==> config.mk <==
export PLATFORM = sky130hd
export DESIGN_NAME = seq_restoring_divider
export DESIGN_NICKNAME = d
export VERILOG_FILES = /design/src/rtl/seq_restoring_divider_pkg.sv /design/src/rtl/div_trial_sub.sv /design/src/rtl/seq_restoring_divider.sv
export SDC_FILE = /design/constraint.sdc
export NUM_CORES = 1
export LEC_CHECK = 0
export CAP_MARGIN = 20
export CELL_PAD_IN_SITES_DETAIL_PLACEMENT = 1
export CELL_PAD_IN_SITES_GLOBAL_PLACEMENT = 2
export CORE_MARGIN = 5
export CORE_UTILIZATION = 35
export CTS_CLUSTER_DIAMETER = 60
export DETAILED_ROUTE_END_ITERATION = 6
export PLACE_DENSITY_LB_ADDON = 0.15
export SYNTH_ARGS = -nofsm -noshare
export SYNTH_HDL_FRONTEND = slang
export SYNTH_SLANG_ARGS = --single-unit
==> constraint.sdc <==
create_clock -name clk -period 2.8 [get_ports clk]
set_input_delay 0.56 -clock clk [delete_from_list [all_inputs] [get_ports clk]]
set_output_delay 0.56 -clock clk [all_outputs]
set_load 0.02 [all_outputs]
==> src/rtl/seq_restoring_divider_pkg.sv <==
`default_nettype none
// +----------------------------------------------------------------------+
// | seq_restoring_divider_pkg: shared state encoding and default width   |
// | Rev 1.0                                                              |
// +----------------------------------------------------------------------+
package seq_restoring_divider_pkg;

  localparam int DEFAULT_WIDTH = 4;
  localparam int DEFAULT_CNT_W = 3;

  typedef enum logic [1:0] {
    ST_IDLE = 2'b00,
    ST_RUN  = 2'b01,
    ST_DONE = 2'b10
  } state_t;

endpackage
`default_nettype wire

==> src/rtl/div_trial_sub.sv <==
`default_nettype none
// +----------------------------------------------------------------------+
// | div_trial_sub: combinational W-bit subtract with borrow out          |
// | Rev 1.0                                                              |
// +----------------------------------------------------------------------+
module div_trial_sub #(
  parameter int W = 5
) (
  input  logic [W-1:0] minuend,
  input  logic [W-1:0] subtrahend,
  output logic [W-1:0] diff,
  output logic         borrow
);

  assign {borrow, diff} = {1'b0, minuend} - {1'b0, subtrahend};

endmodule
`default_nettype wire

==> src/rtl/seq_restoring_divider.sv <==
`default_nettype none
// +----------------------------------------------------------------------+
// | seq_restoring_divider: multi-cycle unsigned restoring divider        |
// | Rev 1.0                                                              |
// +----------------------------------------------------------------------+
module seq_restoring_divider
  import seq_restoring_divider_pkg::*;
#(
  parameter int WIDTH = DEFAULT_WIDTH,
  parameter int CNT_W = DEFAULT_CNT_W
) (
  input  logic             clk,
  input  logic             rst_n,
  input  logic             start,
  input  logic [WIDTH-1:0] dividend,
  input  logic [WIDTH-1:0] divisor,
  output logic             busy,
  output logic             done,
  output logic [WIDTH-1:0] quotient,
  output logic [WIDTH-1:0] remainder,
  output logic             div_zero
);

  state_t state, state_next;

  logic [WIDTH:0]   rem_acc;
  logic [WIDTH-1:0] quo_acc;
  logic [WIDTH:0]   dsr;
  logic [CNT_W-1:0] cnt;

  logic [WIDTH:0]   shifted;
  logic [WIDTH:0]   trial;
  logic             borrow;
  logic [WIDTH:0]   rem_next;
  logic [WIDTH-1:0] quo_next;
  logic             last_iter;
  logic             unused_rem_msb;

  // The partial remainder always stays below the divisor, so its MSB is
  // zero between iterations and only the low WIDTH bits feed the shift.
  assign shifted        = {rem_acc[WIDTH-1:0], quo_acc[WIDTH-1]};
  assign unused_rem_msb = rem_acc[WIDTH];

  div_trial_sub #(
    .W (WIDTH + 1)
  ) u_trial_sub (
    .minuend    (shifted),
    .subtrahend (dsr),
    .diff       (trial),
    .borrow     (borrow)
  );

  assign rem_next  = borrow ? shifted : trial;
  assign quo_next  = {quo_acc[WIDTH-2:0], ~borrow};
  assign last_iter = (cnt == CNT_W'(WIDTH - 1));

  assign busy = (state == ST_RUN);
  assign done = (state == ST_DONE);

  always_ff @(posedge clk or negedge rst_n) begin
    if (!rst_n) begin
      state <= ST_IDLE;
    end else begin
      state <= state_next;
    end
  end

  always_comb begin
    state_next = state;
    case (state)
      ST_IDLE: begin
        if (start) begin
          state_next = (divisor == '0) ? ST_DONE : ST_RUN;
        end
      end
      ST_RUN: begin
        if (last_iter) begin
          state_next = ST_DONE;
        end
      end
      ST_DONE: state_next = ST_IDLE;
      default: state_next = ST_IDLE;
    endcase
  end

  always_ff @(posedge clk or negedge rst_n) begin
    if (!rst_n) begin
      rem_acc   <= '0;
      quo_acc   <= '0;
      dsr       <= '0;
      cnt       <= '0;
      quotient  <= '0;
      remainder <= '0;
      div_zero  <= 1'b0;
    end else begin
      case (state)
        ST_IDLE: begin
          if (start) begin
            if (divisor != '0) begin
              rem_acc <= '0;
              quo_acc <= dividend;
              dsr     <= {1'b0, divisor};
              cnt     <= '0;
            end else begin
              quotient  <= '1;
              remainder <= dividend;
              div_zero  <= 1'b1;
            end
          end
        end
        ST_RUN: begin
          rem_acc <= rem_next;
          quo_acc <= quo_next;
          cnt     <= cnt + 1'b1;
          if (last_iter) begin
            quotient  <= quo_next;
            remainder <= rem_next[WIDTH-1:0];
            div_zero  <= 1'b0;
          end
        end
        default: ;
      endcase
    end
  end

endmodule
`default_nettype wire

Word level (Yosys, flattened, before mapping)
Cells that the tools add are included.

word-level totals
  register bits after elaboration = 26
  input bits = 11
  output and inout port bits = 11
  word-level logic and storage cells = 52

cells by class
  $add $sub $neg = 2
  eq/ne operators = 7
  muxes and demuxes = 26
  bitwise gates (word level) = 1
  reduce and logical (&&, ||, !) cells = 8

operators by type and width
  kind                 count
  $mux 4               11
  $pmux 4 s2           4
  $mux 2               3
  $mux 3               2
  $ne 2x2->1 const B   3
  $pmux 3 s2           1
  $reduce_and 3->1     2
  $sub 5x4->6          1
  $logic_not 4->1      1
  $pmux 2 s2           1
  $reduce_and 4->1     1
  $reduce_bool 4->1    1
  $add 3x1->3 const B  1
  $eq 3x2->1 const B   1
  $mux 1               3
  $eq 2x1->1 const B   1
  $eq 2x2->1 const B   1
  $logic_not 2->1      1
  $ne 2x1->1 const B   1
  $pmux 1 s2           1
  $reduce_and 2->1     1
  $reduce_bool 2->1    1
  $not 1->1            1

Longest topological paths before layout
  depth in word-level cells = 4
  mapped depth = 7
  gate-level depth less buffers = 7

Cells and area by module
Synthesis repeated with hierarchy kept, for this count alone.

second synthesis, totals
  cell total of the unflattened synthesis = 135
  area total of the unflattened synthesis = 1408.9 µm²

modules (own cells, without submodules)
  module                 times used  cells each  area each (µm²)  sequential area each (µm²)
  seq_restoring_divider  1           106         1202.4           650.6
  div_trial_sub          1           29          206.4            0.0

Worst setup path after synthesis
No wires, ideal clock.

  path kind = register to register
  start point = register rem_acc[0]
  end point = register remainder[1]
  library setup time = 82 ps
  data arrival time = 1800 ps
  data required time = 2718 ps
  path slack = 918 ps
  cell stages (with the launch flop) = 7
  path buffers = 0
  period minus slack after synthesis = 1882 ps
  cell sequence = dfrtp_1 -> ha_1 -> nor2b_1 -> o31a_1 -> nor3_2 -> mux2_2 -> a31oi_1

on the way
  longest elaborated chain between the ends = 4

ends and longest elaborated chain
  item                    RTL line                      text
  start, declared         seq_restoring_divider.sv:26   logic [WIDTH:0] rem_acc;
  start signal, assigned  seq_restoring_divider.sv:112  rem_acc <= rem_next;
  $sub 5x4->6             div_trial_sub.sv:15           assign {borrow, diff} = {1'b0, minuend} - {1'b0, subtrahend};
  $mux 4 (*)              seq_restoring_divider.sv:53   assign rem_next = borrow ? shifted : trial;
  $mux 4 (*)              seq_restoring_divider.sv:115  if (last_iter) begin
  $pmux 4 s2 (*)          seq_restoring_divider.sv:96   case (state)
  end signal, assigned    seq_restoring_divider.sv:106  remainder <= dividend;
  end signal, assigned    seq_restoring_divider.sv:117  remainder <= rem_next[WIDTH-1:0];
  end, declared           seq_restoring_divider.sv:20   output logic [WIDTH-1:0] remainder,

Every way passes the cells marked *; elsewhere a longest branch is shown, timed or not. The select of a mux whose other input is x is not followed.
A chain may end at the register's enable or synchronous reset.

Worst setup path in the final report
  start point = register state[1]
  end point = output busy

on the way
  longest elaborated chain between the ends = 1

ends and longest elaborated chain
  item                    RTL line                     text
  start, declared         seq_restoring_divider.sv:24  state_t state, state_next;
  start signal, assigned  seq_restoring_divider.sv:64  state <= state_next;
  $eq 2x1->1              seq_restoring_divider.sv:57  assign busy = (state == ST_RUN);
  end, declared           seq_restoring_divider.sv:17  output logic busy,

Every way passes these cells.

==> impl_metrics.env <==
export IMPL_outcome="complete, no violations"
export IMPL_min_path_type="reg -> reg"
export IMPL_seq_power_share_pct=33.2
export IMPL_clk_pin_slew_worst_paths_ns=0.10
export IMPL_syn_to_final_growth_pct=25.2
export IMPL_cts_resized=0
export IMPL_yosys_area_top_type="dfrtp_1"
export IMPL_yosysMostFrequentCell="dfrtp_1"
export IMPL_path_delay_family="buffers and inverters"
export IMPL_cp_arrival_ns=1.93
export IMPL_fin_skew_ns=0.00902
export IMPL_clkSinkCount=26
export IMPL_ys_top_cells_by_count="26 x dfrtp_1, 18 x nand2_1, 18 x nor2_1, 9 x inv_1, 6 x ha_1"
export IMPL_clock_path_buffers=2
export IMPL_cp_start_kind="flip-flop"
export IMPL_synth_net_count=147
export IMPL_critical_path_class="reg -> out"
export IMPL_vdd_drop_max_mv=0.507
export IMPL_slew_viol_final=0
export IMPL_fin_crit_ns=2.49
export IMPL_overflow=0
export IMPL_die_h_um=71.2
export IMPL_synth_area_leaders="dfrtp_1 50%, ha_1 5.7%, nand2_1 5.2%"
export IMPL_postCtsSetupRepairBufs=0
export IMPL_synth_top_cell_area_share_pct=49.6
export IMPL_num_vias=1016
export IMPL_worst_path_max_fanout=11
export IMPL_powerDensity_mw_per_mm2=1280
export IMPL_async_flop_share_pct=100
export IMPL_antenna_cells=0
export IMPL_drc_errors=0
export IMPL_layout_nets=172
export IMPL_cts_root_buf="clkbuf_8"
export IMPL_placementRows=22
export IMPL_relSlewSlack_pct=66.3
export IMPL_synth_edff_count=0
export IMPL_ios=22
export IMPL_wirelength_mm=3.15
export IMPL_min_period_over_period_pct=88.9
export IMPL_gp_congestion=0.709
export IMPL_synth_seq_cells=26
export IMPL_clkPwrFrac_pct=14.7
export IMPL_netlist_instances=129
export IMPL_synth_flop_cell="dfrtp_1"
export IMPL_p_leak_uw=0.000701
export IMPL_hold_violations=0
export IMPL_fill_cells=426
export IMPL_cts_tree="built"
export IMPL_clock_fmax_ghz=0.402
export IMPL_vias_per_cell=5.05
export IMPL_port_buffers=21
export IMPL_grt_usage_pct=13.1
export IMPL_worstSetupEndpointType="output port"
export IMPL_switching_share_pct=40.7
export IMPL_drtAntennaViolNets=0
export IMPL_place_hpwl_mm=2.41
export IMPL_worstMarginPinSlew_ns=0.503
export IMPL_setup_viol=0
export IMPL_dieWidth_um=71.2
export IMPL_core_mm2=0.00363
export IMPL_critPathSlowestCell="clkdlybuf4s50_1"
export IMPL_finalSetupTns_ns=0
export IMPL_fin_util_pct=45.2
export IMPL_first_iter_violations=41
export IMPL_cp_data_required_time_ns=2.24
export IMPL_syn_cell_area_mm2=0.00131
export IMPL_grt_pass1_vias=1111
export IMPL_ys_seq_area_share_pct=49.6
export IMPL_final_layout_size_suffix_gt1_share_pct=11.8
export IMPL_antenna_found_initial=0
export IMPL_rsz0062_at_grt="false"
export IMPL_cts_buffers=3
export IMPL_hold_ws_ns=0.506
export IMPL_crit_path_frequent_cell="inv_1"
export IMPL_htree_levels=1
export IMPL_cts_hold_buffers_added=0
export IMPL_combinationalPowerShare_pct=52.1
export IMPL_syn_area_per_cell_um2=10.2
export IMPL_critPathBufInv=3
export IMPL_power_internal_uw=1250
export IMPL_grt_pass1_wl_mm=5.40
export IMPL_die_area_mm2=0.00507
export IMPL_worstPathCellList="inv_1, nand2_1, inv_1, clkdlybuf4s50_1"
export IMPL_initial_core_util_pct=36.1
export IMPL_synth_distinct_cells=39
export IMPL_cap_violations=0
export IMPL_p_switching_uw=858
export IMPL_grt_start_max_net_pins=27
export IMPL_clkLatencyLatePin_ns=0.27
export IMPL_wire_per_inst_um=15.7
export IMPL_slowest_delay_ns=0.68
export IMPL_firstDrtPassIters=4
export IMPL_yosysWarnings=0
## state kept, by name, indices dropped and copies added (netlist names)
signal	count
state	2
remainder	4
quotient	4
quo_acc	4
div_zero	1
rem_acc	4
cnt	3
dsr	4
## cells by family after synthesis
logic type                 synth area share [%]
xor gates and xnor gates                  0.668
buffers and inverters                      5.15
DFF                                        49.6
and+or+nand+nor                            19.3
muxes                                      4.29
AOI/OAI and AO/OA                          13.7
adders and majority gates                  7.25
## path summary, 6_finish.rpt
check / startpoint / endpoint / slack, ns / cells past startpoint
worst max-delay path: state[1] / busy / 0.31 / 4
worst min-delay path: cnt[0] / cnt[0] / 0.51 / 1
worst max register to register: dsr[1] / remainder[1] / 0.69 / 7
worst min register to register: cnt[0] / cnt[0] / 0.51 / 1
max in group asynchronous: rst_n / rem_acc[1] / 1.88 / 2
min in group asynchronous: rst_n / div_zero / 0.66 / 2
## routing by layer
layer | global-route usage (%) | up-vias | share of wire [%]
met1 | 18.2 | 508 | 48
met3 | 1.82 | 2 | 2.4
met5 | 0 | - | 0
met2 | 21.8 | 11 | 49
met4 | 2.51 | 0 | 0.32
li1 | - | 495 | -
## cell type report
cell class                 count  area [um^2]  area share, %
sequential                    26          651           39.6
multi-input combinational     90          593           36.1
timing repair buffer          24          233           14.2
tap                           48         60.1           3.66
clock buffer                   3         41.3           2.52
inverter                       9         33.8           2.06
clock inverter                 1         30.0           1.83
## metrics by stage
stage	cells	area (um^2)	setup WS (ns)	power, uW
6_report	201	1640	0.311	2110
5_1_grt	201	1640	0.168	2300
2_1_floorplan	129	1310	0.918	1460
4_1_cts	201	1640	0.264	2150
3_3_place_gp	197	1570	0.414	1790
3_5_place_dp	197	1570	0.382	1820
## cells in the final DEF (no fill, tap or decap), drive strengths merged
cell type	instances
o22ai	1
a211o	1
o31ai	1
nor2	18
buf	3
nand2	18
nor4	2
ha	6
dfrtp	26
nor2b	1
o21a	1
bufinv	1
o32a	1
o31a	1
mux2	5
and3	1
a31oi	6
a41oi	1
xnor2	1
a21oi	7
or2	1
clkdlybuf4s50	21
clkbuf	3
a22o	1
inv	9
or3	1
nand3	2
nor4b	1
nor3	3
nand4b	1
fa	1
o21ai	4
or4	2
nand3b	1
## worst reg2reg max path, cell delays in order, from the launching register on
cell	delay, ns
dfrtp_1	0.40
inv_1	0.11
ha_1	0.23
nor2b_1	0.14
o31a_1	0.27
nor3_2	0.30
mux2_2	0.41
a31oi_1	0.18
## power groups by stage
stage	Clock (uW)	Sequential (uW)	Combinational, uW
final	309	700	1100
after global routing	333	725	1240
after CTS	316	703	1130
after detailed placement	0	708	1110
after global placement	0	698	1090
after floorplan	0	734	721
(Power assumes the default switching activity.)
